### src/rtl/arduino_link_pkg.sv
// rtl/arduino_link_pkg.sv - shared encodings, widths and FSM states for the Arduino link scheduler
package arduino_link_pkg;

    localparam logic [1:0] CTRL_IDLE = 2'b00;
    localparam logic [1:0] CTRL_HI   = 2'b01;
    localparam logic [1:0] CTRL_LO   = 2'b10;
    localparam logic [1:0] CTRL_EOF  = 2'b11;

    localparam logic [2:0] EOF_ID    = 3'd7;

    localparam int PAYLOAD_W = 10;
    localparam int SYM_W     = 5;

    typedef enum logic [2:0] {
        ST_IDLE,
        ST_HI,
        ST_LO,
        ST_GAP,
        ST_EOF
    } state_t;

endpackage

### src/rtl/arduino_link_sched_rr_arbiter.sv
// rtl/arduino_link_sched_rr_arbiter.sv - combinational round-robin arbiter, first request at or after ptr
module rr_arbiter #(
    parameter int N = 6
) (
    input  logic [N-1:0] req,
    input  logic [2:0]   ptr,
    output logic [N-1:0] grant,
    output logic [2:0]   grant_idx,
    output logic         grant_valid
);

    // Two passes: indices from ptr upward, then the wrapped indices below ptr.
    always_comb begin
        grant       = '0;
        grant_idx   = '0;
        grant_valid = 1'b0;
        for (int j = 0; j < N; j++) begin
            if (!grant_valid && j >= int'(ptr) && req[j]) begin
                grant_valid = 1'b1;
                grant[j]    = 1'b1;
                grant_idx   = 3'(j);
            end
        end
        for (int j = 0; j < N; j++) begin
            if (!grant_valid && j < int'(ptr) && req[j]) begin
                grant_valid = 1'b1;
                grant[j]    = 1'b1;
                grant_idx   = 3'(j);
            end
        end
    end

endmodule

### src/rtl/arduino_link_sched.sv
// rtl/arduino_link_sched.sv - schedules ball payloads and end-of-frame onto the 10-bit Arduino link
module arduino_link_sched
    import arduino_link_pkg::*;
#(
    parameter int N_BALLS     = 6,
    parameter int HOLD_CYCLES = 64,
    parameter int GAP_CYCLES  = 32
) (
    input  logic                           clk,
    input  logic                           reset,
    input  logic [N_BALLS-1:0]             req_valid,
    input  logic [N_BALLS*PAYLOAD_W-1:0]   req_data,
    input  logic                           frame_done,
    output logic [2:0]                     ball_out,
    output logic [1:0]                     ctrl_out,
    output logic [SYM_W-1:0]               val_out,
    output logic                           busy,
    output logic [15:0]                    drop_count
);

    localparam int MAX_CYC = (HOLD_CYCLES > GAP_CYCLES) ? HOLD_CYCLES : GAP_CYCLES;
    localparam int CNT_W   = $clog2(MAX_CYC) + 1;
    localparam logic [CNT_W-1:0] HOLD_LD = CNT_W'(HOLD_CYCLES - 1);
    localparam logic [CNT_W-1:0] GAP_LD  = CNT_W'(GAP_CYCLES - 1);
    localparam logic [2:0]       LAST_ID = 3'(N_BALLS - 1);

    state_t               state_q, state_d;
    logic [CNT_W-1:0]     cnt_q, cnt_d;
    logic [N_BALLS-1:0]   pending_q;
    logic [PAYLOAD_W-1:0] data_q [N_BALLS];
    logic                 eof_q;
    logic [2:0]           ptr_q;
    logic [SYM_W-1:0]     lo_sym_q;
    logic [2:0]           ball_q, ball_d;
    logic [1:0]           ctrl_q, ctrl_d;
    logic [SYM_W-1:0]     val_q, val_d;
    logic                 busy_q;
    logic [15:0]          drop_q, drop_next;

    logic [N_BALLS-1:0]   grant_oh, clr_mask, drops;
    logic [2:0]           grant_idx;
    logic                 grant_any, take_grant, take_eof;
    logic [PAYLOAD_W-1:0] grant_data;
    logic [3:0]           n_drop;
    logic [16:0]          drop_sum;

    rr_arbiter #(.N(N_BALLS)) u_arb (
        .req         (pending_q),
        .ptr         (ptr_q),
        .grant       (grant_oh),
        .grant_idx   (grant_idx),
        .grant_valid (grant_any)
    );

    always_comb begin
        grant_data = '0;
        for (int i = 0; i < N_BALLS; i++) begin
            if (grant_oh[i]) grant_data = grant_data | data_q[i];
        end
    end

    always_comb begin
        state_d    = state_q;
        cnt_d      = cnt_q - 1'b1;
        ball_d     = ball_q;
        ctrl_d     = ctrl_q;
        val_d      = val_q;
        take_grant = 1'b0;
        take_eof   = 1'b0;
        case (state_q)
            ST_IDLE: begin
                cnt_d = cnt_q;
                if (grant_any) begin
                    take_grant = 1'b1;
                    state_d    = ST_HI;
                    cnt_d      = HOLD_LD;
                    ball_d     = grant_idx;
                    ctrl_d     = CTRL_HI;
                    val_d      = grant_data[PAYLOAD_W-1:SYM_W];
                end else if (eof_q) begin
                    take_eof = 1'b1;
                    state_d  = ST_EOF;
                    cnt_d    = HOLD_LD;
                    ball_d   = EOF_ID;
                    ctrl_d   = CTRL_EOF;
                    val_d    = '0;
                end
            end
            ST_HI: begin
                if (cnt_q == '0) begin
                    state_d = ST_LO;
                    cnt_d   = HOLD_LD;
                    ctrl_d  = CTRL_LO;
                    val_d   = lo_sym_q;
                end
            end
            ST_LO, ST_EOF: begin
                if (cnt_q == '0) begin
                    state_d = ST_GAP;
                    cnt_d   = GAP_LD;
                    ball_d  = '0;
                    ctrl_d  = CTRL_IDLE;
                    val_d   = '0;
                end
            end
            ST_GAP: begin
                if (cnt_q == '0) state_d = ST_IDLE;
            end
            default: state_d = ST_IDLE;
        endcase
    end

    // A request landing on its own grant cycle re-arms pending without counting a drop.
    always_comb begin
        clr_mask = take_grant ? grant_oh : '0;
        drops    = req_valid & pending_q & ~clr_mask;
        n_drop   = '0;
        for (int i = 0; i < N_BALLS; i++) begin
            n_drop = n_drop + 4'(drops[i]);
        end
        drop_sum  = {1'b0, drop_q} + 17'(n_drop);
        drop_next = drop_sum[16] ? 16'hFFFF : drop_sum[15:0];
    end

    always_ff @(posedge clk) begin
        if (reset) begin
            state_q   <= ST_IDLE;
            cnt_q     <= '0;
            pending_q <= '0;
            eof_q     <= 1'b0;
            ptr_q     <= '0;
            lo_sym_q  <= '0;
            ball_q    <= '0;
            ctrl_q    <= CTRL_IDLE;
            val_q     <= '0;
            busy_q    <= 1'b0;
            drop_q    <= '0;
        end else begin
            state_q   <= state_d;
            cnt_q     <= cnt_d;
            pending_q <= (pending_q & ~clr_mask) | req_valid;
            eof_q     <= (eof_q & ~take_eof) | frame_done;
            ball_q    <= ball_d;
            ctrl_q    <= ctrl_d;
            val_q     <= val_d;
            busy_q    <= (state_d != ST_IDLE);
            drop_q    <= drop_next;
            if (take_grant) begin
                lo_sym_q <= grant_data[SYM_W-1:0];
                ptr_q    <= (grant_idx == LAST_ID) ? 3'd0 : grant_idx + 3'd1;
            end
        end
    end

    always_ff @(posedge clk) begin
        for (int i = 0; i < N_BALLS; i++) begin
            if (req_valid[i]) data_q[i] <= req_data[i*PAYLOAD_W +: PAYLOAD_W];
        end
    end

    assign ball_out   = ball_q;
    assign ctrl_out   = ctrl_q;
    assign val_out    = val_q;
    assign busy       = busy_q;
    assign drop_count = drop_q;

endmodule

### config.mk
export PLATFORM = sky130hd
export DESIGN_NAME = arduino_link_sched
export DESIGN_NICKNAME = d
export VERILOG_FILES = /design/src/rtl/arduino_link_pkg.sv /design/src/rtl/arduino_link_sched_rr_arbiter.sv /design/src/rtl/arduino_link_sched.sv
export SDC_FILE = /design/constraint.sdc
export NUM_CORES = 1
export LEC_CHECK = 0
export ABC_AREA = 0
export CORE_MARGIN = 2
export CORE_UTILIZATION = 49
export CTS_BUF_LIST = sky130_fd_sc_hd__clkbuf_8
export DETAILED_ROUTE_END_ITERATION = 10
export GPL_TIMING_DRIVEN = 0
export PLACE_DENSITY_LB_ADDON = 0.08
export SLEW_MARGIN = 20
export SYNTH_ARGS = -nofsm -noshare
export SYNTH_HDL_FRONTEND = slang
export SYNTH_SLANG_ARGS = --single-unit
### constraint.sdc
create_clock -name clk -period 4.2 [get_ports clk]
set_input_delay 0.84 -clock clk [delete_from_list [all_inputs] [get_ports clk]]
set_output_delay 0.84 -clock clk [all_outputs]
set_load 0.02 [all_outputs]
==> results.txt <==
- Core Rows: 37
- The max-slew violation count was 0.
- Effective utilization at floorplan: 50.8%
* Peak Freq: 245 MHz
- The worst hold path passes through 2 cells.
- The die is 108 um tall.
- Entering global routing, the biggest net connects 20 pins.
- In this run the power spent charging and discharging nets is 1.22 mW.
- The multi-input combinational cells in the finished layout cover a total of 2360 sq um.
- The die covers 11600 sq um.
- In this run, CTS created clock tree buffers numbering 9.
- Worst Path Arrival: 4330 ps
- Antenna violations before repair: 0
* Die W: 108 um
* Detailed Route Iter0 Violations: 275
* Setup slack on the worst flop-to-flop path: 120 ps
* Estimated wirelength of the detail-placed design: 10.2 mm
- Synthesized area divided by synthesized cell count: 10.8 sq um
- Final core utilization: 67.4%
- Max cap viols: 0
- The synthesized design contains 60 enable-type register cells.
- Counting flops with an async set or reset pin after synthesis yields a share of 0%.
* CTS tree: yes
* Power density over cell area: 491 nW/um^2
- For this run the aggregate overflow at the end of global routing stands at 0.
- Number of fillers in the final layout: 819
* Element type at the critical path start: flip-flop
- For this design, the sink count on the clock tree is 112.
* Headroom to the max-slew limit: 42.4%
- Hold timing on the final database bottoms out at a slack of 462 ps.
- Flip-flop and latch count after synthesis: 112
* Per-cell via count in the routed design: 5.88
- Class of the tightest hold or removal check: flip-flop to flip-flop
- The repair_antennas step left the layout with diodes totalling 0.
- Setup violations remaining at the end of the flow were counted as 0.
- In this run the remaining antenna-violating nets after routing total 0.
- Hold buffer count at cts: 0
- Total internal power: 2.21 mW
* CP Max Fanout: 7
- Wire length of the first global-routing pass: 21.9 mm
* Number of H-tree branching levels: 3
- Final number of hold-violating endpoints: 0
* Fraction of the cycle the final worst path needs: 97.0%
- Post-Syn Nets: 567
- Actual slew at the worst max-slew pin: 855 ps
- In the final design database the tool counted 691 nets.
* Critical Path RT: 4460 ps
- Setup repair after global routing could not meet its margin everywhere.
- The via count of the first global-routing pass is 4279.
- Crit end category: flip-flop
- In the synthesized netlist the dominant register cell turns out to be edfxtp_1.
- Cell leakage power: 2.59 nW
* End of the worst register-to-register path: drop_count[7]
- Placeable core region: 10400 sq um
- Comb pwr share: 40.5%
- The worst setup path is of the flip-flop to flip-flop kind.
- Wire length reported by the detailed router: 14.5 mm
- Vias after detailed routing: 4441
* Clock tree root buffer cell: clkbuf_8
- Layout cells sized above 1: 18.4%
* Buffer levels on the longest clock path: 2
- Aggregate global-route resource usage: 25.1%
- For this design the top-level I/O count stands at 96.
* Status: finished clean
- Minimum period implied by the final worst setup slack: 4080 ps
- Clk_skew: 11.1 ps
- The startpoint identified for the worst hold timing path is ball_out[2].
* Iteration count of the initial detailed-routing pass: 5
- Register clock-pin slew on the reported worst setup and hold paths: 110 ps
- Share of total power consumed by net switching: 35.6%
- Warnings, synthesis: 0
- Count of port buffers added during placement: 95
- The library cells used most frequently in the layout, excluding fill and tap cells, are clkdlybuf4s50_1, edfxtp_1, dfxtp_1, nor2_1, a21oi_1.
- After detailed routing, the average wire length per cell comes to 19.2 um.
- Post-synthesis instance area: 5270 sq um
- Synthesis instantiated 63 different standard cells from the library.
- Counting every instance in the synthesized netlist gives 490.
- Leaving out fill and tap cells, the most frequent cell in the layout is clkdlybuf4s50_1.
- At the end of routability-driven placement, the weighted congestion stood at 0.942.
- Sequential Area: 2860 sq um
- R2r worst-path depth: 16
- For this run, design rule violations remaining after detail routing come to 0.
- Sequential cell fraction of total power: 41.5%
- The area growth from synthesis to layout is 32.6%.
- The startpoint identified for the worst register-to-register timing path is pending_q[0].
* Sequential element share of the synthesized area: 53.9%
- Clock network latency to the later pin of the worst-skew pair: 390 ps
- Peak VDD IR: 269 uV
- The worst hold path terminates at ball_out[2].
- Of the total power, the clock network draws 18.0%.
[power groups by stage]
stage	registers [mW]	clock network (mW)	logic [mW]
after floorplan	1.47	0	0.747
after global placement	1.43	0	1.17
after detailed placement	1.43	0	1.19
after CTS	1.42	0.629	1.25
after global routing	1.44	0.664	1.50
final	1.43	0.617	1.39
[layer usage]
layer	vias to the layer above	GRT usage, %	part of all wire, %	routed length [um]
met5	-	0	0	0
met4	0	8.24	2.1	302
met3	26	5.02	6.2	902
met2	163	41.6	48	6980
li1	2111	-	-	-
met1	2141	32.9	43	6290
[critical path, cell delays in order, from the launching register on]
cell,delay (ps)
dfxtp_2,340
buf_6,130
nand2b_4,60
a221o_1,360
and3_4,190
a21oi_2,200
o21ai_4,80
nor2_4,140
fa_1,440
fa_1,500
fa_2,390
fa_2,380
a21oi_4,170
nor3_4,80
nand4_1,210
clkbuf_8,210
a21oi_1,60
[synth_stat cells (7+ instances only)]
library cell / number / area share, %
edfxtp_1: 60 / 34
nand4_1: 9 / 1.1
nand3_1: 8 / 0.76
and2_1: 14 / 1.7
a22oi_1: 11 / 1.6
nand2_1: 32 / 2.3
dfxtp_1: 52 / 20
clkbuf_1: 15 / 1.1
a21oi_1: 43 / 4.1
and3_1: 11 / 1.3
nor3_1: 11 / 1.0
a221o_1: 13 / 2.5
inv_1: 16 / 1.1
a221oi_1: 8 / 1.3
o21ai_0: 14 / 1.3
nor2_1: 42 / 3.0
a311oi_1: 8 / 1.3
a211oi_1: 7 / 1.0
xnor2_1: 7 / 1.2
buf_2: 10 / 0.95
[state kept, by name, indices dropped and copies added, names as in the netlist]
| name | count |
|---|---|
| ball_out | 3 |
| busy | 1 |
| ptr_q | 3 |
| lo_sym_q | 5 |
| state_q | 3 |
| pending_q | 6 |
| ctrl_out | 2 |
| drop_count | 16 |
| data_q | 60 |
| eof_q | 1 |
| val_out | 5 |
| cnt_q | 7 |
[area by class of cell]
class | count | share of cell area, %
plain buffers | 28 | 2.99
inverters | 16 | 0.859
clock buffers | 10 | 1.97
well taps | 136 | 2.43
repair buffers | 117 | 16.4
multi-input cells | 330 | 33.8
clock inverters | 6 | 0.680
flip-flops and latches | 112 | 40.9
[metrics by stage]
stage / setup TNS [ps] / cell area, sq um / total power [mW] / instances / worst slack, ps
2_1_floorplan: 0 / 5300 / 2.21 / 490 / 8.56
3_3_place_gp: -8110 / 6420 / 2.60 / 721 / -567
3_5_place_dp: -7870 / 6420 / 2.62 / 721 / -555
4_1_cts: 0 / 6760 / 3.30 / 743 / 6.01
5_1_grt: -452 / 6990 / 3.61 / 755 / -51.2
6_report: 0 / 6990 / 3.43 / 755 / 124
[kinds of logic (layout without fill, tap and decap cells)]
group / Yosys count / in the layout / share of synthesized area [%]
muxes: 2 / 2 / 0.380
adders and majority gates: 9 / 9 / 2.66
DFF: 112 / 112 / 53.9
AOI/OAI and AO/OA: 146 / 146 / 20.7
xor gates and xnor gates: 13 / 13 / 2.16
and+or+nand+nor: 160 / 160 / 15.6
buffers and inverters: 48 / 177 / 4.56
[worst max path at each step]
stage                     end    startpoint  cells past startpoint  slack, ps
2_1_floorplan   drop_count[2]      ptr_q[0]                     18          9
3_5_place_dp    drop_count[4]      ptr_q[0]                     18       -550
3_3_place_gp    drop_count[2]      ptr_q[0]                     18       -570
5_1_grt        drop_count[13]  pending_q[0]                     17        -50
4_1_cts        drop_count[13]  pending_q[0]                     18          6
6_report        drop_count[7]  pending_q[0]                     16        120
[timing repair]
action                                  in CTS  in global routing
endpoints found under the setup margin      16                 15
cloned                                       1                  1
resized for setup                           32                 43
setup buffers                                7                 13
pin swaps                                    8                 18
(Power assumes the default switching activity.)
